<file path="src/rtl/obstacle_scheduler.sv">
// obstacle_scheduler: sequences obstacle launches across N_SLOTS slots.
// A frame-gated gap timer, randomised by a 16-bit Galois LFSR, spaces the
// launches. The FSM picks the lowest free slot and emits a one-cycle one-hot
// launch pulse.
// Optional feature: define OBSTACLE_SCHED_SPEEDUP_EN to raise o_speed by one
// every SPEED_STEP ticks, saturating at SPEED_MAX. Without it, o_speed is fixed
// at SPEED_INIT.
module obstacle_scheduler #(
  parameter int unsigned N_SLOTS    = 3,
  parameter int unsigned MIN_GAP    = 120,
  parameter logic [7:0]  RAND_MASK  = 8'hFF,
  parameter logic [15:0] LFSR_SEED  = 16'hACE1,
  parameter int unsigned SPEED_INIT = 1,
  parameter int unsigned SPEED_MAX  = 4,
  parameter int unsigned SPEED_STEP = 1024
) (
  input  logic               i_clk,
  input  logic               i_rst,
  input  logic               i_ani_stb,
  input  logic               i_animate,
  input  logic [N_SLOTS-1:0] i_slot_busy,
  output logic [N_SLOTS-1:0] o_spawn,
  output logic [2:0]         o_speed,
  output logic [1:0]         o_state
);

  localparam int unsigned TW = 10;
  localparam int unsigned IW = (N_SLOTS > 1) ? $clog2(N_SLOTS) : 1;
  localparam logic [15:0] LFSR_TAPS = 16'hB400;

  typedef enum logic [1:0] {
    ST_GAP       = 2'd0,
    ST_PICK      = 2'd1,
    ST_WAIT_SLOT = 2'd2,
    ST_SPAWN     = 2'd3
  } state_e;

  // Elaboration-time parameter sanity checks
  if (N_SLOTS < 1 || N_SLOTS > 8) begin : g_bad_slots
    $error("obstacle_scheduler: N_SLOTS must be 1..8");
  end
  if (MIN_GAP + 255 > 1023) begin : g_bad_gap
    $error("obstacle_scheduler: MIN_GAP + 255 must fit in 10 bits");
  end
  if (LFSR_SEED == 16'h0000) begin : g_bad_seed
    $error("obstacle_scheduler: LFSR_SEED must be nonzero");
  end

  state_e             state_q;
  logic [TW-1:0]      timer_q;
  logic [15:0]        lfsr_q;
  logic [15:0]        lfsr_d;
  logic [TW-1:0]      reload_d;
  logic               tick_c;
  logic               free_found_c;
  logic [IW-1:0]      free_idx_c;
  logic [N_SLOTS-1:0] spawn_vec_d;

  assign tick_c = i_ani_stb & i_animate;

  // Galois LFSR step for x^16+x^14+x^13+x^11+1; the shift keeps a nonzero state nonzero
  assign lfsr_d = {1'b0, lfsr_q[15:1]} ^ (lfsr_q[0] ? LFSR_TAPS : 16'h0000);

  // Gap reload: MIN_GAP plus masked random term, held to 10 bits
  assign reload_d = TW'(MIN_GAP) + TW'(lfsr_q[7:0] & RAND_MASK);

  // Lowest-index free slot (the descending scan leaves the lowest match last)
  always_comb begin
    free_found_c = 1'b0;
    free_idx_c   = '0;
    for (int k = N_SLOTS - 1; k >= 0; k--) begin
      if (!i_slot_busy[k]) begin
        free_found_c = 1'b1;
        free_idx_c   = IW'(k);
      end
    end
  end

  // One-hot launch vector for the chosen slot
  always_comb begin
    spawn_vec_d = '0;
    for (int k = 0; k < N_SLOTS; k++) begin
      spawn_vec_d[k] = (free_idx_c == IW'(k));
    end
  end

  // Scheduler FSM with registered launch pulse; reset wins over everything
  always_ff @(posedge i_clk) begin
    if (i_rst) begin
      state_q <= ST_GAP;
      timer_q <= TW'(MIN_GAP);
      lfsr_q  <= LFSR_SEED;
      o_spawn <= '0;
    end else begin
      o_spawn <= '0;
      if (tick_c) begin
        lfsr_q <= lfsr_d;
      end
      case (state_q)
        ST_GAP: begin
          if (tick_c) begin
            if (timer_q == '0) begin
              state_q <= ST_PICK;
            end else begin
              timer_q <= timer_q - TW'(1);
            end
          end
        end
        ST_PICK: begin
          if (i_animate) begin
            if (free_found_c) begin
              state_q <= ST_SPAWN;
              o_spawn <= spawn_vec_d;
            end else begin
              state_q <= ST_WAIT_SLOT;
            end
          end
        end
        ST_WAIT_SLOT: begin
          if (i_animate && free_found_c) begin
            state_q <= ST_PICK;
          end
        end
        ST_SPAWN: begin
          // Launch lasts one cycle even when frozen; the slot is committed
          timer_q <= reload_d;
          state_q <= ST_GAP;
        end
        default: begin
          state_q <= ST_GAP;
        end
      endcase
    end
  end

  assign o_state = state_q;

`ifdef OBSTACLE_SCHED_SPEEDUP_EN
  localparam int unsigned CW = (SPEED_STEP > 1) ? $clog2(SPEED_STEP) : 1;

  logic [CW-1:0] frame_cnt_q;
  logic [2:0]    speed_q;

  // Tick counter that bumps the velocity every SPEED_STEP ticks, saturating
  always_ff @(posedge i_clk) begin
    if (i_rst) begin
      frame_cnt_q <= '0;
      speed_q     <= 3'(SPEED_INIT);
    end else if (tick_c) begin
      if (frame_cnt_q == CW'(SPEED_STEP - 1)) begin
        frame_cnt_q <= '0;
        if (speed_q < 3'(SPEED_MAX)) begin
          speed_q <= speed_q + 3'd1;
        end
      end else begin
        frame_cnt_q <= frame_cnt_q + CW'(1);
      end
    end
  end

  assign o_speed = speed_q;
`else
  assign o_speed = 3'(SPEED_INIT);
`endif

endmodule

</file>
<file path="config.mk">
export PLATFORM = sky130hd
export DESIGN_NAME = obstacle_scheduler
export DESIGN_NICKNAME = d
export VERILOG_FILES = /design/src/rtl/obstacle_scheduler.sv
export SDC_FILE = /design/constraint.sdc
export NUM_CORES = 1
export LEC_CHECK = 0
export BUFFER_PORTS_ARGS = -buffer_cell sky130_fd_sc_hd__buf_2
export CAP_MARGIN = 0
export CORE_ASPECT_RATIO = 0.5
export CORE_UTILIZATION = 30
export CTS_CLUSTER_DIAMETER = 30
export DETAILED_ROUTE_END_ITERATION = 8
export GPL_TIMING_DRIVEN = 0
export PLACE_DENSITY = 0.53
export SLEW_MARGIN = 20
export SYNTH_ARGS = -nofsm -noshare
export SYNTH_HDL_FRONTEND = slang
export SYNTH_SLANG_ARGS = --single-unit
</file>
<file path="constraint.sdc">
create_clock -name i_clk -period 2.5 [get_ports i_clk]
set_clock_uncertainty 0.15 [all_clocks]
set_input_delay 0.375 -clock i_clk [delete_from_list [all_inputs] [get_ports i_clk]]
set_output_delay 0.375 -clock i_clk [all_outputs]
set_load 0.05 [all_outputs]
</file>
==> metrics.yaml <==
sta:
  finalCritPeriodShare: 0.8470
  timing.fmax_mhz: 472.3
  timing.slew.headroom: 0.6540
  setup_tns_ns: 0
  finalSetupViolations: 0
  period_minus_slack_ns: 2.117
  rsz0062_at_grt: "false"
  report.final.slew_viol_count: 0
  finalHoldViolations: 0
  worst_slew_pin_slew_ns: 0.5190
synthesis:
  synth-seq-cells: 31
  synth_simple_gate_area_share: 0.2866
  synth_top_area_frac: 0.4039
  synth_top_family_by_area: "simple AND/OR/NAND/NOR gates"
  synth_cells: 186
  synth_edf_count: 0
  yosysTopAreaCell: "dfxtp_1"
  synth-async-reset-ratio: 0
  synth.most_common_cell: "nand2_1"
  yosys_warnings: 0
  synth_ff_type: "dfxtp_1"
  synth.area.top_cells: "dfxtp_1, nand2_1, a21oi_1, nor2_1, nand3b_1"
  synth_xor_xnor_area_share: 0.02850
  synthDistinctLibCells: 46
  synth_common_cells: "nand2_1, dfxtp_1, a21oi_1"
  synth_area_sq_mm: 0.001536
  syn_area_per_cell_sq_um: 8.261
  muxShareOfSynthArea: 0.01303
  yosys.area_share.adder: 0.01629
  yosysSeqAreaShare: 0.4039
  synth_compound_area_frac: 0.1783
cts:
  post_cts_buffers: 0
  cts_max_path_buffers: 2
  htreeDepth: 2
  clk_transition_reported_paths_ns: 0.07
  post_cts_resized: 0
  clock_tree.root_cell: "clkbuf_8"
  numCtsBuffers: 5
  hold_buffers: 0
  clock_latency_ns: 0.29
  clock_sinks: 31
  cts_tree: "done"
routing:
  vias_per_cell: 4.901
  vias: 1333
  drt-pass1-iter-count: 4
  first_iter_violations: 47
  routed_wl_um: 3336
  drtAntennaViolNets: 0
  wire_per_inst_um: 12.26
  drc: 0
global_route:
  grt_pass1_vias: 1189
  antenna_found_initial: 0
  grt_max_degree: 11
  track_usage: 0.1418
  grt_pass1_wl_um: 5664
  overflow: 0
floorplanning:
  die_area_sq_mm: 0.005429
  rows: 17
  fp.dieW_um: 103.2
  core_sq_mm: 0.004658
  ios: 15
  die-height_um: 52.61
  start_util: 0.3298
pwr:
  switchingPower_uw: 282.3
  vdd_drop_max_mv: 0.2628
  seq_power_share: 0.511
  p_leak_nw: 0.6809
  powerDensity_mw_per_mm2: 591.1
  p_int_uw: 759.8
  total_power_mw: 1.042
  p_clk_frac: 0.368
  pwr-share-comb: 0.122
  switching_share: 0.2709
worst_hold_path:
  worstHoldPathType: "primary input to register"
placed_design:
  port-buffer-count: 11
  globalplace.congestion: 0.8144
  dpl.hpwl_um: 2397
  postPlaceCellArea_sq_mm: 0.001678
critical_path:
  critPathRequiredTime_ns: 2.52
  cp.arrival_ns: 2.14
  cp-end-kind: "register"
  critPathMaxFanout: 6
  crit_type: "register to register"
  start_kind: "register"
finish:
  areaGrowthSynthToFinish_pct: 14.74
  nets: 214
  fin_area_sq_mm: 0.001763
  layout-drive-gt1-share: 0.1456
  fin_util: 0.3785
  n_antenna_cell: 0
job:
  max_cap_violations: 0
outcome:
  status: "complete, no violations"
critical path, cell delays in order, from the launching register on:
cell	delay, ns
dfxtp_1	0.34
inv_1	0.06
ha_1	0.29
or3b_1	0.41
o21ai_0	0.31
o21bai_1	0.12
a221o_1	0.31
cells by family (layout without fill, tap and decap cells):
logic type                 count (synthesis)  in the layout
and+or+nand+nor                           85             85
muxes                                      2              2
AOI/OAI and AO/OA                         39             39
buffers and inverters                     20             39
DFF                                       31             31
other                                      2              3
adders and majority gates                  2              2
xor gates and xnor gates                   5              5
registers in the layout (all words and copies together) (netlist names):
name / flops
o_state: 2
lfsr_q: 16
timer_q: 10
o_spawn: 3
layout make-up:
type                            instances  area [sq um]
Sequential cell                        31         620.6
Tap cell                               66         82.58
Buffer                                 14         82.58
Fill cell                             485          2895
Clock inverter                          2         12.51
Timing Repair Buffer                   11         55.05
Inverter                                6         22.52
Clock buffer                            6         72.57
Multi-Input combinational cell        136         814.5
path summary, 6_finish.rpt:
check / slack (ns) / depth (start not counted) / endpoint / start
worst max register to register: 0.38 / 6 / timer_q[5] / timer_q[0]
worst max-delay path: 0.38 / 6 / timer_q[5] / timer_q[0]
worst min-delay path: 0.11 / 2 / o_spawn[2] / i_slot_busy[2]
worst min register to register: 0.30 / 2 / lfsr_q[8] / lfsr_q[9]
cells in the final DEF (no fill, tap or decap), types with 3 or more instances in the layout:
cell type / count
nand3b_1: 6
clkbuf_1: 8
inv_1: 6
o21ai_0: 5
nand2_1: 32
nor3b_1: 5
nor2_1: 13
a211oi_1: 3
dfxtp_1: 31
buf_4: 4
xnor2_1: 4
nand3_1: 5
buf_2: 11
clkbuf_8: 5
nor3_1: 6
conb_1: 3
a21oi_1: 14
stage by stage:
stage	worst slack, ns	instances	hold WS (ns)
2_1_floorplan	0.5067	187	0.2821
3_3_place_gp	0.4005	264	0.2910
3_5_place_dp	0.4035	264	0.2928
4_1_cts	0.3848	272	0.1030
5_1_grt	0.2559	272	0.1089
6_report	0.3826	272	0.1065
power by group through the flow:
stage | sequential, mW | clock [mW] | combinational, mW
after floorplan | 0.538 | 0 | 0.0994
after global placement | 0.542 | 0 | 0.126
after detailed placement | 0.543 | 0 | 0.126
after CTS | 0.532 | 0.395 | 0.127
after global routing | 0.536 | 0.419 | 0.142
final | 0.532 | 0.383 | 0.127
per-layer routing:
| metal | up-vias | part of all wire | track usage |
|---|---|---|---|
| met5 | - | 0 | 0 |
| met2 | 23 | 0.41 | 0.2067 |
| met1 | 615 | 0.54 | 0.1934 |
| met4 | 0 | 0.022 | 0.07746 |
| li1 | 688 | - | - |
| met3 | 7 | 0.033 | 0.03200 |
(Power assumes the default switching activity.)
